--- config.mk ---
export PLATFORM = sky130hd
export DESIGN_NAME = adder_tree_seq_ctrl
export DESIGN_NICKNAME = d
export VERILOG_FILES = /design/src/rtl/adder_tree_seq_ctrl_pkg.sv /design/src/rtl/adder_tree_seq_ctrl_result.sv /design/src/rtl/adder_tree_seq_ctrl.sv
export SDC_FILE = /design/constraint.sdc
export NUM_CORES = 1
export LEC_CHECK = 0
export ABC_AREA = 1
export CORE_UTILIZATION = 34
export CTS_CLUSTER_SIZE = 16
export DETAILED_ROUTE_END_ITERATION = 16
export GPL_TIMING_DRIVEN = 0
export REMOVE_ABC_BUFFERS = 1
export SETUP_SLACK_MARGIN = 0.5
export SLEW_MARGIN = 20
export SYNTH_ARGS = -nofsm -noshare
export SYNTH_HDL_FRONTEND = slang
export SYNTH_SLANG_ARGS = --single-unit
export TNS_END_PERCENT = 5
--- constraint.sdc ---
create_clock -name clk_i -period 1.75 [get_ports clk_i]
set_clock_uncertainty 0.05 [all_clocks]
set_input_delay 0.525 -clock clk_i [delete_from_list [all_inputs] [get_ports clk_i]]
set_output_delay 0.525 -clock clk_i [all_outputs]
set_load 0.1 [all_outputs]
--- src/rtl/adder_tree_seq_ctrl_pkg.sv ---
// Shared state type and width helpers for the adder-tree sequencer
// and the parent that sizes the adder tree around it.
package adder_tree_seq_ctrl_pkg;

    typedef enum logic [1:0] {
        SEQ_IDLE,
        SEQ_ISSUE,
        SEQ_DRAIN,
        SEQ_DONE
    } seq_state_e;

    function automatic int acc_width(
        input int n,
        input int dataw,
        input int chunks
    );
        return $clog2(n) + dataw + $clog2(chunks) + 1;
    endfunction

    function automatic int cidx_width(input int chunks);
        return (chunks > 1) ? $clog2(chunks) : 1;
    endfunction

endpackage

--- src/rtl/adder_tree_seq_ctrl_result.sv ---
// Job-total holding register: loads once per job and keeps
// the value stable until the consumer accepts it.
module adder_tree_seq_ctrl_result
    import adder_tree_seq_ctrl_pkg::*;
#(
    parameter int W = 8
) (
    input  logic         clk_i,
    input  logic         rst_i,
    input  logic         load_i,
    input  logic [W-1:0] data_i,
    input  logic         ready_i,
    output logic [W-1:0] data_o,
    output logic         valid_o
);

    always_ff @(posedge clk_i or posedge rst_i) begin
        if (rst_i) begin
            data_o  <= '0;
            valid_o <= 1'b0;
        end else if (load_i) begin
            data_o  <= data_i;
            valid_o <= 1'b1;
        end else if (valid_o && ready_i) begin
            valid_o <= 1'b0;
        end
    end

endmodule

--- src/rtl/adder_tree_seq_ctrl.sv ---
// Issues one chunk per cycle to a shared adder tree and folds the
// returned partial sums into a single signed total per job.
module adder_tree_seq_ctrl
    import adder_tree_seq_ctrl_pkg::*;
#(
    parameter int N          = 256,
    parameter int DATAW      = 8,
    parameter int NUM_CHUNKS = 4,
    parameter int PIPES      = 0,
    parameter int TREE_W     = $clog2(N) + DATAW,
    parameter int ACC_W      = TREE_W + $clog2(NUM_CHUNKS) + 1,
    localparam int CIDX_W    = cidx_width(NUM_CHUNKS)
) (
    input  logic              clk_i,
    input  logic              rst_i,
    input  logic              en_i,
    input  logic              start_i,
    output logic              start_ready_o,
    output logic [CIDX_W-1:0] chunk_idx_o,
    output logic              tree_valid_o,
    input  logic              tree_valid_i,
    input  logic [TREE_W-1:0] tree_sum_i,
    output logic [ACC_W-1:0]  sum_o,
    output logic              sum_valid_o,
    input  logic              sum_ready_i,
    output logic              busy_o
);

    localparam int CNT_W = $clog2(NUM_CHUNKS + 1);
    localparam logic [CNT_W-1:0] LAST_IDX = CNT_W'(NUM_CHUNKS - 1);
    localparam logic [CNT_W-1:0] ALL_RET  = CNT_W'(NUM_CHUNKS);

    if (NUM_CHUNKS < 1 || PIPES < 0 || PIPES > 4) begin : g_bad_cfg
        $error("adder_tree_seq_ctrl: unsupported NUM_CHUNKS/PIPES");
    end

    seq_state_e       state;
    seq_state_e       state_n;
    logic [CNT_W-1:0] issue_cnt;
    logic [CNT_W-1:0] ret_cnt;
    logic [ACC_W-1:0] acc;
    logic [ACC_W-1:0] acc_sum;
    logic [ACC_W-1:0] acc_final;
    logic             in_job;
    logic             issue_fire;
    logic             ret_fire;
    logic             res_load;

    assign in_job     = (state == SEQ_ISSUE) || (state == SEQ_DRAIN);
    assign issue_fire = (state == SEQ_ISSUE) && en_i;
    assign ret_fire   = in_job && tree_valid_i;
    assign acc_sum    = acc + {{(ACC_W-TREE_W){tree_sum_i[TREE_W-1]}},
                               tree_sum_i};
    assign acc_final  = ret_fire ? acc_sum : acc;
    assign res_load   = (state == SEQ_DRAIN) && (ret_cnt == ALL_RET);
    assign busy_o     = (state != SEQ_IDLE);

    always_comb begin
        state_n       = state;
        start_ready_o = 1'b0;
        tree_valid_o  = 1'b0;
        chunk_idx_o   = '0;
        unique case (state)
            SEQ_IDLE: begin
                start_ready_o = 1'b1;
                if (start_i) state_n = SEQ_ISSUE;
            end
            SEQ_ISSUE: begin
                chunk_idx_o  = issue_cnt[CIDX_W-1:0];
                tree_valid_o = en_i;
                if (en_i && issue_cnt == LAST_IDX) state_n = SEQ_DRAIN;
            end
            SEQ_DRAIN: begin
                if (res_load) state_n = SEQ_DONE;
            end
            SEQ_DONE: begin
                if (sum_ready_i) state_n = SEQ_IDLE;
            end
            default: state_n = SEQ_IDLE;
        endcase
    end

    always_ff @(posedge clk_i or posedge rst_i) begin
        if (rst_i) begin
            state     <= SEQ_IDLE;
            issue_cnt <= '0;
            ret_cnt   <= '0;
            acc       <= '0;
        end else begin
            state <= state_n;
            if (state == SEQ_IDLE && start_i) begin
                issue_cnt <= '0;
                ret_cnt   <= '0;
                acc       <= '0;
            end else begin
                if (issue_fire) issue_cnt <= issue_cnt + 1'b1;
                if (ret_fire) begin
                    acc     <= acc_sum;
                    ret_cnt <= ret_cnt + 1'b1;
                end
            end
        end
    end

    adder_tree_seq_ctrl_result #(
        .W(ACC_W)
    ) u_result (
        .clk_i   (clk_i),
        .rst_i   (rst_i),
        .load_i  (res_load),
        .data_i  (acc_final),
        .ready_i (sum_ready_i),
        .data_o  (sum_o),
        .valid_o (sum_valid_o)
    );

`ifndef SYNTHESIS
    a_ret_le_issue: assert property (@(posedge clk_i) disable iff (rst_i)
        ret_cnt <= issue_cnt);
    a_sum_hold: assert property (@(posedge clk_i) disable iff (rst_i)
        sum_valid_o && !sum_ready_i |=> $stable(sum_o));
    // IDLE returns are legal: the tail of a job abandoned by reset.
    a_stray_ret: assert property (@(posedge clk_i) disable iff (rst_i)
        state == SEQ_DONE |-> !tree_valid_i);
`endif

endmodule

; ---- Yosys cells after proc, flatten, opt, wreduce, memory -nomap -nowiden
; Cells that the tools add are included.
[classes]
n_addsub = 3
n_eq_ne = 9
muxes = 16
n_reduce_logical = 13
[op_table]
columns = operator, n
row1 = 19-bit two-way mux, 2
row2 = 19-bit adder, 1
row3 = 3-bit two-way mux, 4
row4 = 2-bit two-way mux, 5
row5 = 2-bit one-hot mux with 4 select lines, 1
row6 = 2-bit nonzero test, 4
row7 = 3-bit by 1-bit adder with 3-bit output (second input constant), 2
row8 = 1-bit logical AND, 6
row9 = 2-bit != test (second input constant), 3
row10 = 2-bit == test (second input constant), 2
row11 = 1-bit two-way mux, 4
row12 = 4-bit AND reduction, 1
row13 = 3-bit by 2-bit == test with 1-bit output (second input constant), 1
row14 = 3-bit == test (second input constant), 1
row15 = 2-bit by 1-bit == test with 1-bit output (second input constant), 1
row16 = 2-bit zero test, 1
row17 = 2-bit by 1-bit != test with 1-bit output (second input constant), 1
row18 = 1-bit logical OR, 1
[totals]
reg_bits = 47
in_bits = 22
out_inout_bits = 25
wordCells = 47

; ---- Longest topological paths before layout
; Gate-level depths: netlist of run 1.
[logic_depth]
depth_word = 5
depth_mapped = 13
mapped_depth_nobuf = 13

; ---- Modules after synthesis
; A second synthesis of run 1 with hierarchy kept.
[unflattened]
cells_unflattened = 464
hier_area_um2 = 3269.4
[modules_own_cells]
columns = mod, n_inst, cells_per_inst, area_each_um2, seq_area_each_um2
row1 = adder_tree_seq_ctrl, 1, 378, 2487.4, 675.6
row2 = adder_tree_seq_ctrl_result, 1, 86, 782.0, 500.5

; ---- Worst setup path after synthesis of run 1
; No wires, ideal clock.
[synth_timing]
path_type = register -> register
start = register state[0]
end = register state[0]
setup_time_ns = 0.138
arrival_time_ns = 2.602
required_time_ns = 1.562
path_slack_ns = -1.040
path_stages_with_launch = 8
n_path_buf = 0
period_less_slack_ns = 2.790
path_cell_list = dfrtp_1 inv_1 ha_1 inv_1 o21ai_0 a221oi_1 o21ai_0 o21ai_0
[synth_via]
elab_chain_cells = 4
elab_cells_between_ends = 11
classes_between = eq/ne: 7 / mux: 1 / reduce/logical: 3
[synth_lines]
columns = item, line
row1 = from (decl), adder_tree_seq_ctrl.sv:37  ; seq_state_e state;
row2 = from (signal assigned), adder_tree_seq_ctrl.sv:90  ; state <= state_n;
row3 = 2-bit == test, "adder_tree_seq_ctrl.sv:55, adder_tree_seq_ctrl.sv:63"
row4 = 1-bit logical AND, adder_tree_seq_ctrl.sv:55  ; assign res_load = (state == SEQ_DRAIN) && (ret_cnt == ALL_RET);
row5 = 2-bit != test (no source line), --
row6 = 4-bit AND reduction (no source line), --
; Parallel ways exist; a longest one is shown, timed or not.
; A chain may end at the register's enable or synchronous reset.

; ---- Worst setup path after layout of run 1
[layout_timing]
start = input tree_sum_i[0]
end = register acc[16]
[layout_via]
elab_chain_cells = 3
[layout_lines]
columns = item, line
row1 = from (decl), adder_tree_seq_ctrl.sv:22  ; input logic [TREE_W-1:0] tree_sum_i,
row2 = 19-bit adder, adder_tree_seq_ctrl.sv:52  ; assign acc_sum = acc + {{(ACC_W-TREE_W){tree_sum_i[TREE_W-1]}},
row3 = 19-bit two-way mux, adder_tree_seq_ctrl.sv:97  ; if (ret_fire) begin
row4 = 19-bit two-way mux, adder_tree_seq_ctrl.sv:91  ; if (state == SEQ_IDLE && start_i) begin
row5 = to (signal assigned), adder_tree_seq_ctrl.sv:98  ; acc <= acc_sum;
row6 = to (decl), adder_tree_seq_ctrl.sv:41  ; logic [ACC_W-1:0] acc;
; Every way passes these cells.

==> results of run 1 <==
worst min-delay path by stage:
| stage | end | depth (start not counted) | slack [ps] | startpoint |
|---|---|---|---|---|
| finish | u_result.data_o[3] | 2 | 500 | u_result.data_o[3] |
| detailed placement | u_result.valid_o | 2 | 420 | u_result.valid_o |
| global route | u_result.data_o[1] | 2 | 520 | u_result.data_o[1] |
| CTS | u_result.valid_o | 2 | 510 | u_result.valid_o |
| global placement | u_result.data_o[1] | 2 | 410 | u_result.data_o[1] |
| floorplan | ret_cnt[2] | 1 | 400 | ret_cnt[2] |
worst max-delay path: stages:
cell             delay [ps]
clkdlybuf4s15_1         170
ha_2                    190
fa_2                    380
nand3_2                 100
nand3_2                 100
nand3_2                 110
nand2_4                  80
nand2_2                  80
nand2_1                  50
nand2_1                  80
nand3_2                  80
nand2_1                  80
nor2_1                   40
cells by family after synthesis:
logic type / after synthesis / share of synthesized area
xor+xnor: 5 / 0.0139
flops: 47 / 0.372
mux: 3 / 0.00950
fa+ha+maj: 27 / 0.109
compound gates: 56 / 0.0970
simple gates: 228 / 0.321
buf+inv: 63 / 0.0772
repair_timing:
action / CTS / global route
cloned: 2 / 0
endpoints found under the setup margin: 72 / 95
pin swaps: 22 / 14
setup buffers: 13 / 4
gates resized for setup: 317 / 26
flip-flops by register name, summed over array words and instances, names as in the netlist:
signal	count
u_result.valid_o	1
ret_cnt	3
u_result.data_o	19
issue_cnt	3
acc	19
state	2
per-stage QoR:
stage,TNS (ps),instance area [µm²],utilization
CTS,-3020,4580,0.518
global route,-5490,4700,0.531
finish,-1840,4700,0.531
detailed placement,-44730,3740,0.423
floorplan,-17510,3120,-
global placement,-92120,3720,0.420
cell type report:
type	instances	area [µm²]
fillers	815	4150
multi-input cells	319	2160
flip-flops and latches	47	1180
repair buffers	64	850
inverters	55	221
well taps	108	135
clock buffers	5	68.8
clock inverters	3	67.6
repair inverters	2	15.0
routing by layer:
layer | GRT usage | up-vias
li1 | - | 1506
met1 | 0.237 | 1349
met2 | 0.322 | 59
met3 | 0.0227 | 10
met4 | 0.0436 | 0
met5 | 0 | -
synthesized netlist by cell type, drive strengths merged:
library cell | number | area, µm²
o21ai | 28 | 148
or2 | 8 | 50.1
dfrtp | 47 | 1180
nand3b | 1 | 7.51
clkbuf | 3 | 11.3
buf | 5 | 26.3
xor2 | 3 | 26.3
a221oi | 1 | 8.76
inv | 54 | 203
xnor2 | 2 | 17.5
nand3 | 38 | 235
o21bai | 1 | 7.51
clkinv | 1 | 3.75
ha | 26 | 325
nand2 | 142 | 543
a21oi | 24 | 128
and2 | 3 | 18.8
a211oi | 2 | 15.0
mux2i | 3 | 30.0
fa | 1 | 20.0
nor3 | 2 | 10.0
nor2 | 33 | 144
nand4 | 1 | 6.26
==> reports/qor.txt, run 1 <==
Setup CP Type: in -> reg
CTS Buffer Depth: 2
Final worst-path setup slack: -160 ps
Diodes inserted: 0
CTS tree: done
Core Region: 8850 µm²
Die X-Extent: 98.4 µm
Worst-path clk slew: 100 ps
MaxCap Viol Count: 0
Area growth, synth to finish: 48.7%
Worst setup path startpoint: tree_sum_i[0]
Area of the mapped netlist: 3160 µm²
Outcome: finished with violations
Commonest non-fill, non-tap cell in the layout: nand2_1
# clock sinks: 47
Syn_area_per_cell: 7.37 µm²
Mapped Cells: 429
Slew margin rel.: 0.650
Reg2reg end: acc[16]
#FFs+latches synth: 47
Final ANT Viol Nets: 0
CP startpoint kind: input pin
Share of post-route cells with drive strength above 1: 0.329
Distinct cells, synth: 34
Critical Path End: acc[16]
Final Net Count: 543
Top sig layer: met4
Finish-stage setup viols: 25
DR WL met2: 4.05 mm
Placed cell count: 576
Final hold vios: 0
Sequential area share after synthesis: 0.372
Initial Util: 0.357
CTS Buf Count: 5
First DRT Iteration DRCs: 162
Setup crit end kind: register
Row Count: 34
RSZ-0062 raised after global routing: true
Die Y: 98.4 µm
Hold bufs inserted after CTS: 0
Reg2Reg Setup Slack: -160 ps
Reg-to-reg critical path startpoint: acc[0]
Fin crit share: 1.09
First-pass GRT wire length: 14.2 mm
Max Clk Rate: 0.524 GHz
Hold Worst Slack: 501 ps
Htree depth: 2
Vias per inst: 4.85
Dpl ws: -1200 ps
Worst slew pin tran: 524 ps
Port buffer count: 46
Routed Wire Length: 8.32 mm
DR vias: 2924
Worst R2R Path Depth: 12
Vias in the first global route: 2954
Most frequent cells in the layout: 116 x nand2_1, 47 x dfrtp_1, 40 x inv_1
GRT Util Overall: 0.182
Final min period: 1910 ps
Fin. max-slew vios: 0
Final Non-Filler Cells: 603
Die area: 9690 µm²
CP max FO: 3
Initial antenna violation count: 0
Residual DRC count: 0
Crit path DAT: 2060 ps
DP Wirelength: 5.21 mm
Min-delay worst type: reg -> reg
Clock tree root driver cell: clkbuf_8
GPL Wtd Cong: 0.864
Required time worst endpoint: 1900 ps
DRT Pass-1 Iters: 8
Largest net degree at the start of global routing: 31
Metal3 WL: 248 µm
Routed WL per cell: 13.8 µm
M1 WL: 3.91 mm
# IOs: 47
Yosys warns: 0
Total gr overflow: 0
Worst-Skew Late Latency: 310 ps
Failing checks: negative setup slack
Power of run 1 is not shown: default switching activity piles up to over one toggle a cycle in this logic, so the estimate is an artifact.
==> run 2: changes to the inputs <==
Settings changed: CTS_BUF_LIST set to sky130_fd_sc_hd__clkbuf_16, GPL_ROUTABILITY_DRIVEN set to 0.
==> run 2 against run 1 <==
- the flow finishes with violations (design-rule violations, negative setup slack)
- critical path type is now reg -> out
- register-to-register slack improved by 40 ps
- flip-flop and latch count unchanged
- core utilization is 1.7 points higher
- non-clock buffer count unchanged
- sequential share of layout area decreased by 0.78 points
- routed wire length rose by 3.6%
- fmax grew 1.9%
- cell area increased by 3.2%
==> reports/qor.txt, run 2 (synthesized netlist as in run 1, its figures left out) <==
Most frequent cells in the layout: 114 x nand2_1, 47 x dfrtp_1, 38 x inv_1
CP startpoint kind: register
Vias in the first global route: 3094
CTS Buf Count: 5
Final Net Count: 543
CTS tree: done
Worst-path clk slew: 70 ps
Row Count: 34
Setup crit end kind: output port
Final worst-path setup slack: -125 ps
Area growth, synth to finish: 53.4%
Clock tree root driver cell: clkbuf_16
Port buffer count: 46
Failing checks: design-rule violations, negative setup slack
# clock sinks: 47
Total gr overflow: 0
CP max FO: 4
Die X-Extent: 98.4 µm
DR vias: 2971
Residual DRC count: 1
Htree depth: 2
Core Region: 8850 µm²
Initial antenna violation count: 0
Fin crit share: 1.07
Share of post-route cells with drive strength above 1: 0.358
Worst-Skew Late Latency: 290 ps
Max Clk Rate: 0.533 GHz
Hold Worst Slack: 491 ps
Crit path DAT: 1300 ps
Die Y: 98.4 µm
Die area: 9690 µm²
Setup CP Type: reg -> out
Routed Wire Length: 8.62 mm
Initial Util: 0.357
CTS Buffer Depth: 2
MaxCap Viol Count: 0
First-pass GRT wire length: 14.4 mm
GRT Util Overall: 0.184
Vias per inst: 4.93
# IOs: 47
Min-delay worst type: in -> async
RSZ-0062 raised after global routing: true
Placed cell count: 576
CP peak stage delay: 400 ps
Commonest non-fill, non-tap cell in the layout: nand2_1
Biggest regs: acc (19), u_result.data_o (19)
Crit-path slowest cell: dfrtp_1
Crit-path cells: buf_4, ha_4, nand2_4, inv_2, buf_12
Fin. max-slew vios: 0
First DRT Iteration DRCs: 161
Dpl ws: -1200 ps
Routed WL per cell: 14.3 µm
Largest net degree at the start of global routing: 31
Total negative setup slack: -1810 ps
Slew margin rel.: 0.717
Diodes inserted: 0
Final min period: 1880 ps
Final ANT Viol Nets: 0
Worst slew pin tran: 424 ps
DRT Pass-1 Iters: 12
DP Wirelength: 5.21 mm
Required time worst endpoint: 1170 ps
Final Non-Filler Cells: 603
Finish-stage setup viols: 25
Final hold vios: 0
Outcome: finished with violations
[run 2: cell types whose count changed in the layout (fill, tap and decap cells not counted), sizes merged]
cell | before | now
clkinv | 1 | 2
dlymetal6s2s | 2 | 1
inv | 52 | 51
clkdlybuf4s50 | 4 | 3
dlygate4sd2 | 13 | 14
buf | 43 | 44
[run 2: critical path: cells and delay by family (launching register included)]
| kind | cells | cell delay [ps] |
|---|---|---|
| adders and majority gates | 1 | 180 |
| DFF | 1 | 400 |
| buffers and inverters | 3 | 370 |
| and+or+nand+nor | 1 | 70 |
[run 2: area by class of cell]
class,count,area (µm²)
fillers,777,4000
well taps,108,135
repair inverters,2,15.0
repair buffers,64,887
multi-input cells,319,2220
clock buffers,5,125
flip-flops and latches,47,1180
clock inverters,3,67.6
inverters,55,220
[run 2: timing repair]
| action | 4_1_cts | 5_1_grt |
|---|---|---|
| hold buffers | 0 | 0 |
| gates resized for setup | 311 | 56 |
| pin swaps | 17 | 25 |
| buffers inserted | 11 | 6 |
| cloned | 1 | 1 |
| endpoints found under the setup margin | 72 | 98 |
[run 2: path summary, 6_finish.rpt]
kind	start	to	slack (ps)	cells after the start
setup / recovery	state[0]	tree_valid_o	-130	5
hold / removal	rst_i	issue_cnt[2]	490	2
setup reg to reg	acc[0]	u_result.data_o[16]	-120	12
hold reg to reg	u_result.data_o[3]	u_result.data_o[3]	490	2
max in group asynchronous	rst_i	acc[6]	690	3
min in group clk_i	u_result.data_o[3]	u_result.data_o[3]	490	2
[run 2: routing by layer]
layer / GRT usage / vias to the layer above / wire length [µm] / part of all wire
met2: 0.324 / 77 / 4210 / 0.49
met1: 0.226 / 1375 / 3820 / 0.44
met5: 0 / - / 0 / 0
li1: - / 1497 / - / -
met3: 0.0291 / 22 / 345 / 0.040
met4: 0.0677 / 0 / 239 / 0.028
[run 2: stage by stage]
| stage | util | area [µm²] |
|---|---|---|
| 6_report | 0.548 | 4850 |
| 3_3_place_gp | 0.420 | 3720 |
| 4_1_cts | 0.519 | 4590 |
| 2_1_floorplan | - | 3120 |
| 5_1_grt | 0.548 | 4850 |
| 3_5_place_dp | 0.423 | 3740 |
Power of run 2 is left out for the same reason.
==> run 3: changes to the inputs <==
Settings changed: CTS_CLUSTER_DIAMETER set to 100.
==> results of run 3 <==
No change in the layout: final DEF, timing and power equal those of run 2.
Power of run 3 is left out for the same reason.
